File: config.mk
export PLATFORM = sky130hd
export DESIGN_NAME = dram_port_arbiter
export DESIGN_NICKNAME = d
export VERILOG_FILES = /design/src/rtl/dram_port_arbiter.sv
export SDC_FILE = /design/constraint.sdc
export NUM_CORES = 1
export LEC_CHECK = 0
export BUFFER_PORTS_ARGS = -buffer_cell sky130_fd_sc_hd__buf_2
export CORE_AREA = 4 4 93 95
export CTS_CLUSTER_SIZE = 28
export DETAILED_ROUTE_END_ITERATION = 10
export DIE_AREA = 0 0 97 99
export SETUP_SLACK_MARGIN = 0.1
export SLEW_MARGIN = 20
export SYNTH_ARGS = -nofsm -noshare
export SYNTH_HDL_FRONTEND = slang
export SYNTH_SLANG_ARGS = --single-unit
File: constraint.sdc
create_clock -name i_clk -period 1.9 [get_ports i_clk]
set_input_delay 0.095 -clock i_clk [delete_from_list [all_inputs] [get_ports i_clk]]
set_output_delay 0.095 -clock i_clk [all_outputs]
set_load 0.02 [all_outputs]
File: src/rtl/dram_port_arbiter.sv
// Two-port arbiter sharing the single-port data RAM between the CPU (port 0) and the debug/loader port (port 1).
// Optional build macro ARB_ROUND_ROBIN_EN replaces CPU-priority + starvation guard with round-robin contention.
module dram_port_arbiter #(
    parameter int unsigned AW       = 24,
    parameter int unsigned DW       = 32,
    parameter int unsigned MAX_WAIT = 8
) (
    input  logic          i_clk,
    input  logic          i_rstb,
    input  logic          i_clk_en,
    input  logic          i_cpu_req,
    input  logic          i_cpu_wr,
    input  logic [AW-1:0] i_cpu_addr,
    input  logic [DW-1:0] i_cpu_din,
    output logic          o_cpu_stall,
    output logic          o_cpu_rvalid,
    input  logic          i_dbg_req,
    input  logic          i_dbg_wr,
    input  logic          i_dbg_lock,
    input  logic [AW-1:0] i_dbg_addr,
    input  logic [DW-1:0] i_dbg_din,
    output logic          o_dbg_gnt,
    output logic          o_dbg_rvalid,
    output logic [AW-1:0] o_ram_addr,
    output logic [DW-1:0] o_ram_din,
    output logic          o_ram_wr,
    input  logic [DW-1:0] i_ram_dout,
    output logic [DW-1:0] o_rdata
);

    localparam int unsigned CW = 8;

    typedef enum logic {
        ST_IDLE       = 1'b0,
        ST_DBG_LOCKED = 1'b1
    } state_t;

    state_t r_state;
    logic   r_cpu_rvalid;
    logic   r_dbg_rvalid;
    logic   w_cpu_gnt;
    logic   w_dbg_gnt;
    logic   w_contend;
    logic   w_dbg_wins;

`ifdef ARB_ROUND_ROBIN_EN
    logic r_last_gnt_dbg;

    assign w_dbg_wins = ~r_last_gnt_dbg;

    // Priority flips only on contended grants; reset value lets the CPU win first.
    always_ff @(posedge i_clk or negedge i_rstb) begin
        if (!i_rstb) begin
            r_last_gnt_dbg <= 1'b1;
        end else if (i_clk_en && w_contend && r_state == ST_IDLE) begin
            r_last_gnt_dbg <= w_dbg_gnt;
        end
    end
`else
    logic [CW-1:0] r_wait_cnt;

    assign w_dbg_wins = (r_wait_cnt == CW'(MAX_WAIT));

    // Counts consecutive denied debug cycles, saturating at the force threshold.
    always_ff @(posedge i_clk or negedge i_rstb) begin
        if (!i_rstb) begin
            r_wait_cnt <= '0;
        end else if (i_clk_en) begin
            if (!i_dbg_req || w_dbg_gnt) begin
                r_wait_cnt <= '0;
            end else if (r_wait_cnt != CW'(MAX_WAIT)) begin
                r_wait_cnt <= r_wait_cnt + CW'(1);
            end
        end
    end
`endif

    assign w_contend = i_cpu_req & i_dbg_req;

    // Grant decision; nothing is granted while reset is asserted.
    always_comb begin
        w_cpu_gnt = 1'b0;
        w_dbg_gnt = 1'b0;
        if (i_rstb) begin
            if (r_state == ST_DBG_LOCKED) begin
                w_dbg_gnt = i_dbg_req;
            end else if (w_contend) begin
                w_dbg_gnt = w_dbg_wins;
                w_cpu_gnt = ~w_dbg_wins;
            end else begin
                w_cpu_gnt = i_cpu_req;
                w_dbg_gnt = i_dbg_req;
            end
        end
    end

    assign o_ram_addr  = w_dbg_gnt ? i_dbg_addr : i_cpu_addr;
    assign o_ram_din   = w_dbg_gnt ? i_dbg_din  : i_cpu_din;
    assign o_ram_wr    = (w_cpu_gnt & i_cpu_wr) | (w_dbg_gnt & i_dbg_wr);
    assign o_cpu_stall = i_cpu_req & ~w_cpu_gnt;
    assign o_dbg_gnt   = w_dbg_gnt;
    assign o_rdata     = i_ram_dout;

    // Lock ownership and read-valid tags tracking the RAM's one-cycle latency.
    always_ff @(posedge i_clk or negedge i_rstb) begin
        if (!i_rstb) begin
            r_state      <= ST_IDLE;
            r_cpu_rvalid <= 1'b0;
            r_dbg_rvalid <= 1'b0;
        end else if (i_clk_en) begin
            r_cpu_rvalid <= w_cpu_gnt & ~i_cpu_wr;
            r_dbg_rvalid <= w_dbg_gnt & ~i_dbg_wr;
            case (r_state)
                ST_IDLE: begin
                    if (w_dbg_gnt && i_dbg_lock) begin
                        r_state <= ST_DBG_LOCKED;
                    end
                end
                ST_DBG_LOCKED: begin
                    if (!i_dbg_lock) begin
                        r_state <= ST_IDLE;
                    end
                end
                default: r_state <= ST_IDLE;
            endcase
        end
    end

    assign o_cpu_rvalid = r_cpu_rvalid;
    assign o_dbg_rvalid = r_dbg_rvalid;

endmodule

==> impl_metrics.env <==
export IMPL_cp_data_arrival_time_ps=2110
export IMPL_grt_max_degree=27
export IMPL_holdPathStages=3
export IMPL_slew_viol_final=0
export IMPL_period_share_pct=116
export IMPL_p_leak_nw=1.74
export IMPL_seq_area_frac_synth_pct=16.3
export IMPL_ioPinCount=245
export IMPL_place_ws_ps=-107
export IMPL_multiInputGateArea_um2=1220
export IMPL_cp_cell_sequence="inv_2 > ha_2 > and3b_2 > a21bo_1 > and3_4 > buf_12 > buf_16 > mux2_4 > buf_6"
export IMPL_insertion_delay_ps=230
export IMPL_drive_gt1_share_pct=82.4
export IMPL_netlist_area_um2=1690
export IMPL_fillCellCount=757
export IMPL_yosys_area_share_simple_pct=9.33
export IMPL_netlist_instances=162
export IMPL_power_internal_mw=0.911
export IMPL_routedWlPerCell_um=19.0
export IMPL_violations="setup timing"
export IMPL_die_h_um=99
export IMPL_reg2reg_depth=9
export IMPL_rows=32
export IMPL_crit_family="buffers and inverters"
export IMPL_synth_nets=316
export IMPL_cts_tree="built"
export IMPL_crit_buf_inv=4
export IMPL_ctsLongestPathBuffers=2
export IMPL_crit_cells=9
export IMPL_wl_um=8190
export IMPL_status="complete, but fails checks"
export IMPL_cts_sink_count=11
export IMPL_finalSetupViolations=57
export IMPL_vias=1899
export IMPL_antenna_found_initial=0
export IMPL_cp_end_kind="output port"
export IMPL_p_seq_share_pct=18.1
export IMPL_synth_top_family_by_area="multiplexers"
export IMPL_synth_seq_cells=11
export IMPL_dieArea_um2=9600
export IMPL_synthFlopType="dfrtp_1"
export IMPL_drv_cap=0
export IMPL_synth_edf_count=0
export IMPL_fmax_mhz=454
export IMPL_register_area_um2=275
export IMPL_final_min_clock_period_ps=2200
export IMPL_synth_fa_ha_area_share_pct=1.48
export IMPL_portBuffers=180
export IMPL_relSlewSlack_pct=73.7
export IMPL_layout_commonest_cell="buf_2"
export IMPL_cts_root_buffer="clkbuf_8"
export IMPL_drt_iter0_markers=37
export IMPL_synthMuxAreaShare_pct=42.4
export IMPL_synth_compound_area_share_pct=7.85
export IMPL_dr_pass1_iters=4
export IMPL_switching_share_pct=34.5
export IMPL_dp_hpwl_um=6390
export IMPL_ant_nets=0
export IMPL_p_sw_mw=0.479
export IMPL_rsz0062_at_grt="true"
export IMPL_clk_pin_slew_ps=50
export IMPL_crit_start="r_wait_cnt[1]$_DFFE_PN0P_"
export IMPL_fin_skew_ps=3.94
export IMPL_ir_worst_vdd_mv=0.319
export IMPL_place_gp_congestion=0.881
export IMPL_drcViolationCount=0
export IMPL_initial_utilization_pct=21.9
export IMPL_insertedDiodeCount=0
export IMPL_grt_overflow_total=0
export IMPL_final_setup_worst_slack_ps=-301
export IMPL_grt_pass1_wl_um=12000
export IMPL_cp_max_fo=7
export IMPL_pwr_share_clk_pct=16.5
export IMPL_hold_viol=0
export IMPL_async_flop_share_pct=100
export IMPL_nets=485
export IMPL_crit_path_start_kind="flip-flop"
export IMPL_numCtsBuffers=3
export IMPL_coreArea_um2=7730
export IMPL_yosysWarnings=0
export IMPL_reg2reg_from="r_wait_cnt[1]$_DFFE_PN0P_"
export IMPL_crit_type="reg -> out"
export IMPL_holdCritStartpoint="i_dbg_lock"
export IMPL_cts_htree_levels=1
export IMPL_setup_tns_ps=-14800
export IMPL_syn_to_final_growth_pct=92.9
export IMPL_synthDistinctLibCells=35
export IMPL_syn_mean_instance_area_um2=10.4
export IMPL_combPwrFrac_pct=65.3
export IMPL_via_per_inst=4.40
export IMPL_mostFrequentLayoutCells="buf_2, buf_6, mux2_4"
export IMPL_p_per_area_nw_per_um2=427
export IMPL_grtUsageTotal_pct=15.5
export IMPL_crit_path_top_delay_cell="dfrtp_1"
export IMPL_hp_class="in -> reg"
export IMPL_worstPathRequired_ps=1800
export IMPL_synth_xor_area_share_pct=1.56
export IMPL_cpPeakStageDelay_ps=380
export IMPL_fp_dieW_um=97
export IMPL_tightest_slew_ps=390
export IMPL_grt_pass1_vias=2123
## cells in the mapped netlist, drive strengths merged (2+ instances only)
master | instances | area share (%)
nand2 | 2 | 0.44
buf | 39 | 19
nand3 | 5 | 1.5
nor2 | 4 | 0.89
dfrtp | 11 | 16
ha | 2 | 1.5
and3 | 3 | 1.4
xor2 | 3 | 1.6
o21a | 2 | 0.89
inv | 6 | 1.3
a21oi | 4 | 1.2
o21ai | 4 | 1.2
mux2 | 57 | 42
a22o | 4 | 2.1
## registers in the layout, indices dropped and copies added (netlist names)
register	count
r_state	1
o_cpu_rvalid	1
r_wait_cnt	8
o_dbg_rvalid	1
## timing repair
| action | in CTS | in global routing |
|---|---|---|
| hold buffers | 1 | 0 |
| gates cloned | 3 | 1 |
| pin swaps | 1 | 4 |
| setup buffers | 5 | 2 |
| setup endpoints to repair | 58 | 59 |
| hold endpoints to repair | 11 | 0 |
| gates resized for setup | 80 | 59 |
## layer usage
metal  global-route usage, %  routed length, µm  up-vias
li1                        -                  -      886
met1                    19.3               3450      889
met2                    26.1               3930      116
met3                    5.80                701        8
met4                    2.81                112        0
met5                       0                  0        -
## cells by family (layout without fill, tap and decap cells)
group	count (synthesis)	in the layout
mux	57	57
buf+inv	46	214
simple gates	24	24
compound gates	19	19
flops	11	11
xor+xnor	3	3
fa+ha+maj	2	2
## worst min-delay path: stages
cell,delay [ps]
buf_2,100
inv_1,50
a21oi_1,60
## cell type report
type,count,share of cell area (%)
clock buffer,4,1.38
inverter,6,0.691
multi-input combinational,105,37.6
sequential,11,8.45
tap,102,3.92
timing repair buffer,204,48.0
## stage by stage
stage | power [mW] | cells | instance area, µm² | utilization (%) | hold slack (ps)
floorplan | 0.763 | 162 | 1780 | - | -201
global placement | 0.939 | 417 | 2600 | 33.6 | -86.2
detailed placement | 0.943 | 417 | 2600 | 33.6 | -83.3
CTS | 1.32 | 430 | 3040 | 39.3 | 103
global route | 1.46 | 432 | 3260 | 42.2 | 111
finish | 1.39 | 432 | 3260 | 42.2 | 102
## power by group through the flow
stage | registers [mW] | clock network, mW | logic [mW]
global placement | 0.255 | 0 | 0.684
finish | 0.252 | 0.230 | 0.909
floorplan | 0.261 | 0 | 0.502
CTS | 0.252 | 0.237 | 0.830
global route | 0.253 | 0.250 | 0.961
detailed placement | 0.255 | 0 | 0.688
## path summary, 6_finish.rpt
kind                                             to  slack [ps]
min                             r_state$_DFFE_PN0P_         100
max in group asynchronous  o_cpu_rvalid$_DFFE_PN0P_        1260
min in group asynchronous       r_state$_DFFE_PN0P_         270
min reg2reg                o_dbg_rvalid$_DFFE_PN0P_         510
max reg2reg                o_dbg_rvalid$_DFFE_PN0P_          70
max                                   o_ram_din[25]        -300
No activity file was read; power rests on OpenSTA's default activity.
